[config.mk]
export PLATFORM = sky130hd
export DESIGN_NAME = pixel_streamer
export DESIGN_NICKNAME = d
export VERILOG_FILES = /design/src/rtl/canny_pkg.sv /design/src/rtl/pixel_skid_fifo.sv /design/src/rtl/pixel_streamer.sv
export SDC_FILE = /design/constraint.sdc
export NUM_CORES = 1
export LEC_CHECK = 0
export BUFFER_PORTS_ARGS = -buffer_cell sky130_fd_sc_hd__buf_4
export CORE_UTILIZATION = 40
export CTS_CLUSTER_DIAMETER = 40
export DETAILED_ROUTE_END_ITERATION = 6
export RECOVER_POWER = 50
export SLEW_MARGIN = 40
export SYNTH_ARGS = -nofsm -noshare
export SYNTH_HDL_FRONTEND = slang
export SYNTH_SLANG_ARGS = --single-unit
[constraint.sdc]
create_clock -name clk -period 4.95 [get_ports clk]
set_input_delay 0.495 -clock clk [delete_from_list [all_inputs] [get_ports clk]]
set_output_delay 0.495 -clock clk [all_outputs]
set_load 0.03 [all_outputs]
[src/rtl/canny_pkg.sv]
// rtl/canny_pkg.sv - shared types and default frame geometry for the edge-detection pipeline
package canny_pkg;
    localparam int IMG_WIDTH_DEF  = 512;
    localparam int IMG_HEIGHT_DEF = 512;

    typedef enum logic [1:0] {IDLE, STREAM, DRAIN, DONE} streamer_state_t;

    // One buffered pixel: grey value plus the line/frame markers it carries downstream
    typedef struct packed {
        logic       eol;
        logic       eof;
        logic [7:0] pix;
    } pixel_entry_t;

    localparam int PIXEL_ENTRY_W = $bits(pixel_entry_t);
endpackage

[src/rtl/pixel_skid_fifo.sv]
// rtl/pixel_skid_fifo.sv - 2-entry show-ahead FIFO holding returned pixels and their tags
module pixel_skid_fifo #(
    parameter int DATA_W = 10
) (
    input  logic              clk,
    input  logic              rstN,
    input  logic              push,
    input  logic [DATA_W-1:0] push_data,
    input  logic              pop,
    output logic [DATA_W-1:0] head_data,
    output logic [1:0]        count
);
    logic [DATA_W-1:0] mem [2];
    logic              wr_ptr;
    logic              rd_ptr;

    always_ff @(posedge clk) begin
        if (!rstN) begin
            mem[0] <= '0;
            mem[1] <= '0;
            wr_ptr <= 1'b0;
            rd_ptr <= 1'b0;
            count  <= 2'd0;
        end else begin
            if (push) begin
                mem[wr_ptr] <= push_data;
                wr_ptr      <= ~wr_ptr;
            end
            if (pop) begin
                rd_ptr <= ~rd_ptr;
            end
            case ({push, pop})
                2'b10:   count <= count + 2'd1;
                2'b01:   count <= count - 2'd1;
                default: count <= count;
            endcase
        end
    end

    assign head_data = mem[rd_ptr];
endmodule

[src/rtl/pixel_streamer.sv]
// rtl/pixel_streamer.sv - reads one raster frame from image memory and streams it with row/col/eol/eof tags
module pixel_streamer
    import canny_pkg::*;
#(
    parameter int IMG_WIDTH  = IMG_WIDTH_DEF,
    parameter int IMG_HEIGHT = IMG_HEIGHT_DEF,
    parameter int ADDR_W     = 18
) (
    input  logic              clk,
    input  logic              rstN,
    input  logic              start,
    output logic              mem_rd_en,
    output logic [ADDR_W-1:0] mem_addr,
    input  logic [7:0]        mem_rd_data,
    output logic [7:0]        pixel_out,
    output logic              pixel_out_valid,
    input  logic              pixel_ready,
    output logic [15:0]       pixel_col,
    output logic [15:0]       pixel_row,
    output logic              end_of_line,
    output logic              end_of_frame,
    output logic              busy,
    output logic              done
);
    localparam logic [ADDR_W-1:0] LAST_ADDR = ADDR_W'(IMG_WIDTH * IMG_HEIGHT - 1);
    localparam logic [15:0]       LAST_COL  = 16'(IMG_WIDTH - 1);

    streamer_state_t          state, state_nxt;
    logic [ADDR_W-1:0]        rd_addr;
    logic [15:0]              rd_col;
    logic [15:0]              out_col;
    logic [15:0]              out_row;
    logic                     inflight;
    logic                     inflight_eol;
    logic                     inflight_eof;
    logic [1:0]               fifo_count;
    logic [2:0]               pending;
    logic                     pop;
    logic                     issue;
    pixel_entry_t             push_entry;
    pixel_entry_t             head_entry;
    logic [PIXEL_ENTRY_W-1:0] head_bits;

    // Credit: entries already buffered plus the read still in flight must leave room after this pop
    assign pop     = pixel_out_valid && pixel_ready;
    assign pending = {1'b0, fifo_count} + {2'b00, inflight} - {2'b00, pop};
    assign issue   = (state == STREAM) && (pending < 3'd2);

    assign mem_rd_en = issue;
    assign mem_addr  = rd_addr;

    always_comb begin
        state_nxt = state;
        busy      = 1'b0;
        done      = 1'b0;
        case (state)
            IDLE: begin
                if (start) state_nxt = STREAM;
            end
            STREAM: begin
                busy = 1'b1;
                if (issue && (rd_addr == LAST_ADDR)) state_nxt = DRAIN;
            end
            DRAIN: begin
                busy = 1'b1;
                if (pop && head_entry.eof) state_nxt = DONE;
            end
            DONE: begin
                done      = 1'b1;
                state_nxt = IDLE;
            end
            default: state_nxt = IDLE;
        endcase
    end

    always_ff @(posedge clk) begin
        if (!rstN) begin
            state        <= IDLE;
            rd_addr      <= '0;
            rd_col       <= '0;
            inflight     <= 1'b0;
            inflight_eol <= 1'b0;
            inflight_eof <= 1'b0;
        end else begin
            state    <= state_nxt;
            inflight <= issue;
            if (issue) begin
                inflight_eol <= (rd_col == LAST_COL);
                inflight_eof <= (rd_addr == LAST_ADDR);
                rd_addr      <= rd_addr + ADDR_W'(1);
                rd_col       <= (rd_col == LAST_COL) ? 16'd0 : rd_col + 16'd1;
            end
            if ((state == IDLE) && start) begin
                rd_addr <= '0;
                rd_col  <= '0;
            end
        end
    end

    always_ff @(posedge clk) begin
        if (!rstN) begin
            out_col <= '0;
            out_row <= '0;
        end else if (pop) begin
            if (head_entry.eof) begin
                out_col <= '0;
                out_row <= '0;
            end else if (out_col == LAST_COL) begin
                out_col <= '0;
                out_row <= out_row + 16'd1;
            end else begin
                out_col <= out_col + 16'd1;
            end
        end
    end

    assign push_entry = '{eol: inflight_eol, eof: inflight_eof, pix: mem_rd_data};

    pixel_skid_fifo #(
        .DATA_W(PIXEL_ENTRY_W)
    ) u_fifo (
        .clk      (clk),
        .rstN     (rstN),
        .push     (inflight),
        .push_data(push_entry),
        .pop      (pop),
        .head_data(head_bits),
        .count    (fifo_count)
    );

    assign head_entry      = pixel_entry_t'(head_bits);
    assign pixel_out_valid = (fifo_count != 2'd0);
    assign pixel_out       = head_entry.pix;
    assign end_of_line     = head_entry.eol;
    assign end_of_frame    = head_entry.eof;
    assign pixel_col       = out_col;
    assign pixel_row       = out_row;
endmodule

==> impl_metrics.prom, run 1 <==
# TYPE chip_impl_metric gauge
chip_impl_info{name="outcome",value="complete, no violations"} 1
chip_impl_metric{name="grt_antenna_before_repair",unit=""} 0
chip_impl_info{name="crit-reg2reg-capture",value="state[0]"} 1
chip_impl_metric{name="power_density",unit="mW/mm^2"} 327
chip_impl_metric{name="synth_sequential_area_ratio",unit="%"} 47.1
chip_impl_metric{name="power_switching_share",unit="%"} 32.5
chip_impl_metric{name="postSynthNetCount",unit=""} 513
chip_impl_metric{name="post_route_cells_drive_above_1_share",unit="%"} 10.2
chip_impl_info{name="cp_cell_sequence",value="nand2_1, mux2i_1, nand2_1, fa_1, nand2_1, or2_2, inv_1, buf_4"} 1
chip_impl_metric{name="pin_count",unit=""} 76
chip_impl_metric{name="clock_sinks",unit=""} 96
chip_impl_metric{name="post-place-cells",unit=""} 691
chip_impl_metric{name="cts.hold.buffers_added",unit=""} 0
chip_impl_metric{name="routed_via_density",unit=""} 5.22
chip_impl_metric{name="overall_global_routing_usage",unit="%"} 17.3
chip_impl_metric{name="cts_setup_buffers",unit=""} 0
chip_impl_metric{name="internal_power_component",unit="mW"} 1.14
chip_impl_metric{name="dr.pass1.iters",unit=""} 4
chip_impl_metric{name="synth_enable_flop_cells",unit=""} 20
chip_impl_metric{name="vdd_ir_drop_max",unit="V"} 0.000195
chip_impl_metric{name="clkTransAtPathRegs",unit="ns"} 0.10
chip_impl_metric{name="cts.repair.resized",unit=""} 0
chip_impl_metric{name="tightestPinTransition",unit="ns"} 0.987
chip_impl_metric{name="part_of_the_power_in_combinational_logic",unit="%"} 21.5
chip_impl_metric{name="r2r_slack",unit="ns"} 1.62
chip_impl_metric{name="worstPathMaxFanout",unit=""} 15
chip_impl_metric{name="number_of_warnings_issued_by_yosys",unit=""} 0
chip_impl_metric{name="fin_worst_skew",unit="ns"} 0.0122
chip_impl_info{name="worst_hold_path_type",value="primary input to register"} 1
chip_impl_metric{name="floorplan.die_area",unit="sq mm"} 0.0117
chip_impl_info{name="path_class",value="register to output port"} 1
chip_impl_metric{name="cp_data_required_time",unit="ns"} 4.45
chip_impl_info{name="worst_setup_path_start_kind",value="register"} 1
chip_impl_metric{name="finalWorstSetupSlack",unit="ns"} 1.53
chip_impl_info{name="endpoint",value="mem_rd_en"} 1
chip_impl_metric{name="via_count_of_the_first_global_routing_pass",unit=""} 3469
chip_impl_metric{name="post-dp-hpwl",unit="um"} 6970
chip_impl_metric{name="max-clock-path-buffers",unit=""} 2
chip_impl_info{name="synth_top_cell_by_area",value="sky130_fd_sc_hd__dfxtp_1"} 1
chip_impl_metric{name="totalNegativeSetupSlack",unit="ns"} 0
chip_impl_metric{name="global_route.overflow_total",unit=""} 0
chip_impl_metric{name="floorplan.core_area",unit="sq mm"} 0.0109
chip_impl_metric{name="static-leakage-power",unit="nW"} 1.81
chip_impl_metric{name="cpPeakStageDelay",unit="ns"} 0.50
chip_impl_metric{name="finalWirelength",unit="um"} 9800
chip_impl_metric{name="die_width",unit="um"} 108
chip_impl_metric{name="synth-async-reset-ratio",unit="%"} 0
chip_impl_metric{name="placement_rows",unit=""} 38
chip_impl_metric{name="wire_length_of_the_first_global_routing_pass",unit="um"} 16100
chip_impl_metric{name="gp_congestion",unit=""} 0.819
chip_impl_metric{name="worst_rel_slew_slack",unit="%"} 33.7
chip_impl_metric{name="flow.area_growth_from_synthesis",unit="%"} 14.8
chip_impl_info{name="rsz_0062_raised_after_global_routing",value="false"} 1
chip_impl_info{name="startpoint_of_the_most_critical_register_to_register_path",value="u_fifo.count[1]"} 1
chip_impl_metric{name="post_synth_inst_count",unit=""} 491
chip_impl_info{name="yosys-top-cells-area",value="sky130_fd_sc_hd__dfxtp_1 (34%), sky130_fd_sc_hd__edfxtp_1 (13%), sky130_fd_sc_hd__xor2_1 (5.4%)"} 1
chip_impl_info{name="cp_slowest_cell",value="sky130_fd_sc_hd__dfxtp_1"} 1
chip_impl_metric{name="synth_cell_type_count",unit=""} 47
chip_impl_metric{name="floorplan.initialDensity",unit="%"} 41.4
chip_impl_info{name="critical_path.startpoint",value="u_fifo.count[1]"} 1
chip_impl_metric{name="clock_insertion_delay_worst_skew",unit="ns"} 0.36
chip_impl_metric{name="final_cell_count_no_fill",unit=""} 707
chip_impl_metric{name="grt_start_max_net_pins",unit=""} 25
chip_impl_metric{name="synth-seq-cells",unit=""} 96
chip_impl_metric{name="setup_violations",unit=""} 0
chip_impl_metric{name="pwr-share-seq",unit="%"} 51.4
chip_impl_info{name="cts_root_buf",value="sky130_fd_sc_hd__clkbuf_8"} 1
chip_impl_metric{name="post-place-ws",unit="ns"} 1.53
chip_impl_info{name="crit_top_cell",value="sky130_fd_sc_hd__nand2_1"} 1
chip_impl_metric{name="post-route-drc-count",unit=""} 0
chip_impl_metric{name="antenna_cells_inserted",unit=""} 0
chip_impl_info{name="cts_tree",value="done"} 1
chip_impl_metric{name="cts-htree-levels",unit=""} 3
chip_impl_metric{name="period_share",unit="%"} 69.2
chip_impl_metric{name="synth_area",unit="sq mm"} 0.00451
chip_impl_metric{name="final_core_utilization",unit="%"} 47.5
chip_impl_metric{name="total_clock_buffers_created_by_cts",unit=""} 9
chip_impl_metric{name="worst_r2r_path_depth",unit=""} 10
chip_impl_metric{name="power.share.clock",unit="%"} 27.2
chip_impl_metric{name="synth.top_cell.area_share",unit="%"} 33.8
chip_impl_info{name="predominant_post_synthesis_flop_cell",value="sky130_fd_sc_hd__dfxtp_1"} 1
chip_impl_metric{name="numPortBuffers",unit=""} 75
chip_impl_metric{name="postRouteAntennaNets",unit=""} 0
chip_impl_info{name="endpoint_kind",value="output port"} 1
chip_impl_metric{name="die_h",unit="um"} 108
chip_impl_metric{name="slew_viol_final",unit=""} 0
chip_impl_metric{name="detailedRoute.firstIterationViolations",unit=""} 135
chip_impl_metric{name="finalNetCount",unit=""} 584
chip_impl_metric{name="timing.fmax",unit="MHz"} 292
chip_impl_metric{name="hold_viol",unit=""} 0
chip_impl_metric{name="max-cap-violations",unit=""} 0
chip_impl_metric{name="power_switching",unit="mW"} 0.551
chip_impl_metric{name="syn_area_per_cell",unit="sq um"} 9.18
chip_impl_metric{name="worst-endpoint-arrival",unit="ns"} 2.93
chip_impl_info{name="synth_most_common_cell",value="sky130_fd_sc_hd__dfxtp_1"} 1
chip_impl_metric{name="detail_routed_net_length_per_standard_cell",unit="um"} 13.9
chip_impl_metric{name="total_number_of_vias",unit=""} 3691
chip_impl_info{name="yosys-top-cells-count",value="sky130_fd_sc_hd__dfxtp_1 (76), sky130_fd_sc_hd__nor2_1 (65), sky130_fd_sc_hd__nand2_1 (47)"} 1
chip_impl_metric{name="layout_min_cycle_time",unit="ns"} 3.42
critical path: cells and delay by family (launching register included):
family	cells	cell delay, ns
and+or+nand+nor	4	0.76
buffers and inverters	2	0.65
DFF	1	0.50
adders and majority gates	1	0.49
muxes	1	0.19
power by group through the flow:
stage | Clock [mW] | Sequential (mW) | Combinational (mW)
floorplan | 0 | 0.885 | 0.263
global placement | 0 | 0.886 | 0.366
detailed placement | 0 | 0.889 | 0.374
CTS | 0.476 | 0.871 | 0.376
global route | 0.507 | 0.876 | 0.399
finish | 0.460 | 0.870 | 0.364
cells in the final DEF (no fill, tap or decap), types with 11 or more instances in the layout:
| cell type | n |
|---|---|
| sky130_fd_sc_hd__xor2_1 | 28 |
| sky130_fd_sc_hd__clkbuf_1 | 54 |
| sky130_fd_sc_hd__o21ai_0 | 11 |
| sky130_fd_sc_hd__a21oi_1 | 22 |
| sky130_fd_sc_hd__edfxtp_1 | 20 |
| sky130_fd_sc_hd__nand2_1 | 46 |
| sky130_fd_sc_hd__buf_4 | 25 |
| sky130_fd_sc_hd__dfxtp_1 | 76 |
| sky130_fd_sc_hd__and2_0 | 13 |
| sky130_fd_sc_hd__nand4_1 | 24 |
| sky130_fd_sc_hd__inv_1 | 13 |
| sky130_fd_sc_hd__nand3_1 | 26 |
| sky130_fd_sc_hd__xnor2_1 | 20 |
| sky130_fd_sc_hd__nor2_1 | 65 |
metrics by stage:
stage                     area (sq um)  total power [mW]  hold WS [ns]
after floorplan                   4510              1.15         0.440
after global placement            5200              1.25         0.462
after detailed placement          5200              1.26         0.465
after CTS                         5380              1.72         0.405
after global routing              5170              1.78         0.408
final                             5170              1.69         0.420
worst min-delay path by stage:
stage / start / to / slack [ns] / cells after the start
5_1_grt: mem_rd_data[1] / u_fifo.mem[1][1] / 0.41 / 2
4_1_cts: mem_rd_data[2] / u_fifo.mem[0][2] / 0.41 / 2
6_report: mem_rd_data[6] / u_fifo.mem[1][6] / 0.42 / 2
3_3_place_gp: rd_col[1] / rd_col[1] / 0.46 / 2
2_1_floorplan: inflight_eof / inflight_eof / 0.44 / 2
3_5_place_dp: rd_col[1] / rd_col[1] / 0.46 / 2
cell type report:
cell class,count,area [sq um]
Fill cell,1099,5710
Tap cell,140,175
Inverter,13,48.8
Clock inverter,7,48.8
Clock buffer,9,124
Sequential cell,96,2120
Multi-Input combinational cell,363,2260
Timing Repair Buffer,79,390
layer usage:
metal  routed length, um  vias up  GRT usage, %
li1                    -     1871             -
met3                 417       14          2.77
met2                4690       75          29.3
met4                 183        0          6.26
met5                   0        -             0
met1                4510     1731          22.3
sequential cells by signal, indices dropped and copies added (netlist names), named ones only:
signal         cells
u_fifo.mem        20
mem_addr          18
pixel_col         16
pixel_row         16
rd_col            16
state              2
u_fifo.count       2
inflight           1
inflight_eof       1
inflight_eol       1
u_fifo.rd_ptr      1
u_fifo.wr_ptr      1
cells by family after synthesis:
group / share of synthesized area [%]
xor gates and xnor gates: 9.33
and+or+nand+nor: 26.5
adders and majority gates: 2.94
buffers and inverters: 2.83
AOI/OAI and AO/OA: 8.00
muxes: 3.36
DFF: 47.1
Power figures use the tool's default switching activity.
==> run 2: changes to the inputs <==
- ABC_AREA: default -> 1
- clock period: 4.95 -> 3.1 ns (I/O delays scaled with it)
==> impl_metrics.prom, run 2 <==
# TYPE chip_impl_metric gauge
chip_impl_info{name="outcome",value="complete, no violations"} 1
chip_impl_metric{name="floorplan.initialDensity",unit="%"} 41.7
chip_impl_metric{name="hold_viol",unit=""} 0
chip_impl_metric{name="finalWirelength",unit="um"} 11600
chip_impl_metric{name="dr.pass1.iters",unit=""} 4
chip_impl_metric{name="finalNetCount",unit=""} 803
chip_impl_info{name="startpoint_of_the_most_critical_register_to_register_path",value="u_fifo.count[1]"} 1
chip_impl_metric{name="tightestPinTransition",unit="ns"} 1.08
chip_impl_info{name="worst_setup_path_start_kind",value="register"} 1
chip_impl_metric{name="die_h",unit="um"} 115
chip_impl_metric{name="antenna_cells_inserted",unit=""} 0
chip_impl_metric{name="period_share",unit="%"} 90.8
chip_impl_info{name="cts_root_buf",value="sky130_fd_sc_hd__clkbuf_16"} 1
chip_impl_metric{name="postRouteAntennaNets",unit=""} 0
chip_impl_metric{name="layout_min_cycle_time",unit="ns"} 2.82
chip_impl_metric{name="detailedRoute.firstIterationViolations",unit=""} 193
chip_impl_metric{name="cpPeakStageDelay",unit="ns"} 0.48
chip_impl_metric{name="post-place-cells",unit=""} 938
chip_impl_metric{name="max-cap-violations",unit=""} 0
chip_impl_info{name="synth_top_cell_by_area",value="sky130_fd_sc_hd__dfxtp_1"} 1
chip_impl_metric{name="clkTransAtPathRegs",unit="ns"} 0.06
chip_impl_metric{name="static-leakage-power",unit="nW"} 2.28
chip_impl_metric{name="post-place-ws",unit="ns"} 0.390
chip_impl_metric{name="post_synth_inst_count",unit=""} 703
chip_impl_info{name="synth_most_common_cell",value="sky130_fd_sc_hd__nand2_1"} 1
chip_impl_info{name="cp_cell_sequence",value="inv_2, nand2_2, nand2_2, inv_2, nand2_1, o21ai_0, inv_1, nor2_1, inv_1, fa_1, nand2_1, nor2_1, nand2_2, inv_2, buf_4"} 1
chip_impl_metric{name="synth_enable_flop_cells",unit=""} 20
chip_impl_metric{name="synth_sequential_area_ratio",unit="%"} 41.9
chip_impl_info{name="leading_cell_type_in_the_layout_fill_and_taps_excluded",value="sky130_fd_sc_hd__nand2_1"} 1
chip_impl_metric{name="clock_sinks",unit=""} 96
chip_impl_metric{name="max-clock-path-buffers",unit=""} 2
chip_impl_metric{name="vdd_ir_drop_max",unit="V"} 0.000277
chip_impl_info{name="endpoint_kind",value="output port"} 1
chip_impl_info{name="final_cell_mix",value="sky130_fd_sc_hd__nand2_1 (153), sky130_fd_sc_hd__nor2_1 (136), sky130_fd_sc_hd__inv_1 (79)"} 1
chip_impl_metric{name="worstPathMaxFanout",unit=""} 7
chip_impl_metric{name="power_density",unit="mW/mm^2"} 517
chip_impl_metric{name="via_count_of_the_first_global_routing_pass",unit=""} 4251
chip_impl_info{name="worst_hold_path_type",value="primary input to register"} 1
chip_impl_metric{name="gp_congestion",unit=""} 0.846
chip_impl_metric{name="floorplan.core_area",unit="sq mm"} 0.0122
chip_impl_metric{name="largest_register_ffs",unit=""} 20
chip_impl_metric{name="grt_start_max_net_pins",unit=""} 20
chip_impl_metric{name="total_number_of_vias",unit=""} 4601
chip_impl_metric{name="syn_area_per_cell",unit="sq um"} 7.21
chip_impl_metric{name="setup_violations",unit=""} 0
chip_impl_metric{name="routed_via_density",unit=""} 4.82
chip_impl_metric{name="die_width",unit="um"} 115
chip_impl_metric{name="flow.area_growth_from_synthesis",unit="%"} 15.6
chip_impl_metric{name="synth_area",unit="sq mm"} 0.00507
chip_impl_info{name="cp_slowest_cell",value="sky130_fd_sc_hd__fa_1"} 1
chip_impl_metric{name="post-route-drc-count",unit=""} 0
chip_impl_metric{name="overall_power",unit="mW"} 3.03
chip_impl_metric{name="cts_setup_buffers",unit=""} 0
chip_impl_info{name="critical_path.startpoint",value="u_fifo.count[1]"} 1
chip_impl_metric{name="slew_viol_final",unit=""} 0
chip_impl_metric{name="worst-endpoint-arrival",unit="ns"} 2.51
chip_impl_metric{name="postSynthNetCount",unit=""} 725
chip_impl_metric{name="wire_length_of_the_first_global_routing_pass",unit="um"} 19500
chip_impl_metric{name="post_route_cells_drive_above_1_share",unit="%"} 11.2
chip_impl_metric{name="clock_insertion_delay_worst_skew",unit="ns"} 0.34
chip_impl_metric{name="placement_rows",unit=""} 40
chip_impl_metric{name="cts-htree-levels",unit=""} 3
chip_impl_info{name="rsz_0062_raised_after_global_routing",value="false"} 1
chip_impl_metric{name="grt_antenna_before_repair",unit=""} 0
chip_impl_metric{name="synth-seq-cells",unit=""} 96
chip_impl_info{name="yosys-top-cells-area",value="sky130_fd_sc_hd__dfxtp_1 (30%), sky130_fd_sc_hd__edfxtp_1 (12%), sky130_fd_sc_hd__nand2_1 (11%)"} 1
chip_impl_metric{name="filler_cell_count",unit=""} 1306
chip_impl_info{name="predominant_post_synthesis_flop_cell",value="sky130_fd_sc_hd__dfxtp_1"} 1
chip_impl_metric{name="pin_count",unit=""} 76
chip_impl_metric{name="synth-async-reset-ratio",unit="%"} 0
chip_impl_metric{name="overall_global_routing_usage",unit="%"} 18.8
chip_impl_metric{name="finish.instance_area",unit="sq mm"} 0.00586
chip_impl_metric{name="fin_worst_skew",unit="ns"} 0.00533
chip_impl_info{name="path_class",value="register to output port"} 1
chip_impl_metric{name="floorplan.die_area",unit="sq mm"} 0.0131
chip_impl_metric{name="numPortBuffers",unit=""} 75
chip_impl_metric{name="detail_routed_net_length_per_standard_cell",unit="um"} 12.2
chip_impl_metric{name="synth_cell_type_count",unit=""} 41
chip_impl_metric{name="totalNegativeSetupSlack",unit="ns"} 0
chip_impl_metric{name="total_clock_buffers_created_by_cts",unit=""} 9
chip_impl_info{name="regMostFlops",value="u_fifo.mem"} 1
chip_impl_metric{name="timing.fmax",unit="MHz"} 355
chip_impl_metric{name="finalWorstSetupSlack",unit="ns"} 0.284
chip_impl_metric{name="worst_rel_slew_slack",unit="%"} 27.3
chip_impl_metric{name="number_of_warnings_issued_by_yosys",unit=""} 0
chip_impl_metric{name="synth.top_cell.area_share",unit="%"} 30.0
chip_impl_metric{name="global_route.overflow_total",unit=""} 0
chip_impl_metric{name="post-dp-hpwl",unit="um"} 8690
chip_impl_info{name="min-delay-start",value="mem_rd_data[3]"} 1
chip_impl_metric{name="dpl_cell_area",unit="sq mm"} 0.00580
chip_impl_info{name="yosys-top-cells-count",value="sky130_fd_sc_hd__nand2_1 (153), sky130_fd_sc_hd__nor2_1 (136), sky130_fd_sc_hd__inv_1 (80)"} 1
chip_impl_metric{name="final_cell_count_no_fill",unit=""} 954
chip_impl_metric{name="cp_data_required_time",unit="ns"} 2.79
chip_impl_info{name="cts_tree",value="done"} 1
-- run 2: cell types whose count changed in the layout (fill, tap and decap cells not counted), sizes merged, moves of 15 or more --
cell,delta
nand2,+116
nor2,+79
inv,+77
a21oi,+26
and2,-21
xor2,-18
xnor2,-17
nand3,+15
-- run 2: through the flow --
stage,util [%],hold WS [ns]
after floorplan,-,0.426
after global placement,47.7,0.434
after detailed placement,47.7,0.445
after CTS,50.0,0.264
after global routing,48.2,0.275
final,48.2,0.275
-- run 2: report_power, final --
group	internal (mW)	total, mW	switching (mW)
sequential	1.34	1.38	0.0459
clock	0.589	1.05	0.459
combinational	0.188	0.601	0.413
total	2.11	3.03	0.919
-- run 2: cells by family (layout without fill, tap and decap cells) --
family                     Yosys count  count (layout)  synth area share (%)
adders and majority gates           10              10                  2.62
AOI/OAI and AO/OA                   80              80                  8.91
buffers and inverters              104             187                  8.49
DFF                                 96              96                  41.9
xor gates and xnor gates            13              13                  2.25
muxes                                9               9                  2.00
and+or+nand+nor                    391             391                  33.9
-- run 2: critical path: cells and delay by family, from the launching register on --
| family | cells | cell delay [ns] |
|---|---|---|
| and+or+nand+nor | 7 | 0.65 |
| adders and majority gates | 1 | 0.48 |
| buffers and inverters | 6 | 0.56 |
| DFF | 1 | 0.38 |
| AOI/OAI and AO/OA | 1 | 0.10 |
-- run 2: path summary, 6_finish.rpt --
check             slack [ns]               end  depth (start not counted)
setup / recovery        0.28         mem_rd_en                         15
hold / removal          0.27  u_fifo.mem[1][3]                          3
setup reg to reg        0.40        rd_col[14]                         19
hold reg to reg         0.45     u_fifo.rd_ptr                          1
-- run 2: final cells by class --
cell class,count,area [sq um],area share [%]
multi-input cells,503,2510,42.7
flip-flops and latches,96,2120,36.2
repair buffers,81,405,6.91
inverters,90,340,5.80
clock buffers,14,264,4.50
well taps,168,210,3.59
clock inverters,2,13.8,0.235
-- run 2: metal layers --
metal / GRT usage [%] / routed length (um) / up-vias / share of wire [%]
li1: - / - / 2409 / -
met1: 22.6 / 5460 / 2108 / 47
met2: 32.8 / 5510 / 75 / 47
met3: 4.50 / 517 / 9 / 4.4
met4: 6.06 / 138 / 0 / 1.2
met5: 0 / 0 / - / 0
-- run 2: timing repair --
| item | 4_1_cts | 5_1_grt |
|---|---|---|
| hold buffers | 0 | 0 |
| gates resized for setup | 0 | 2 |
| endpoints found under the setup margin | 0 | 2 |
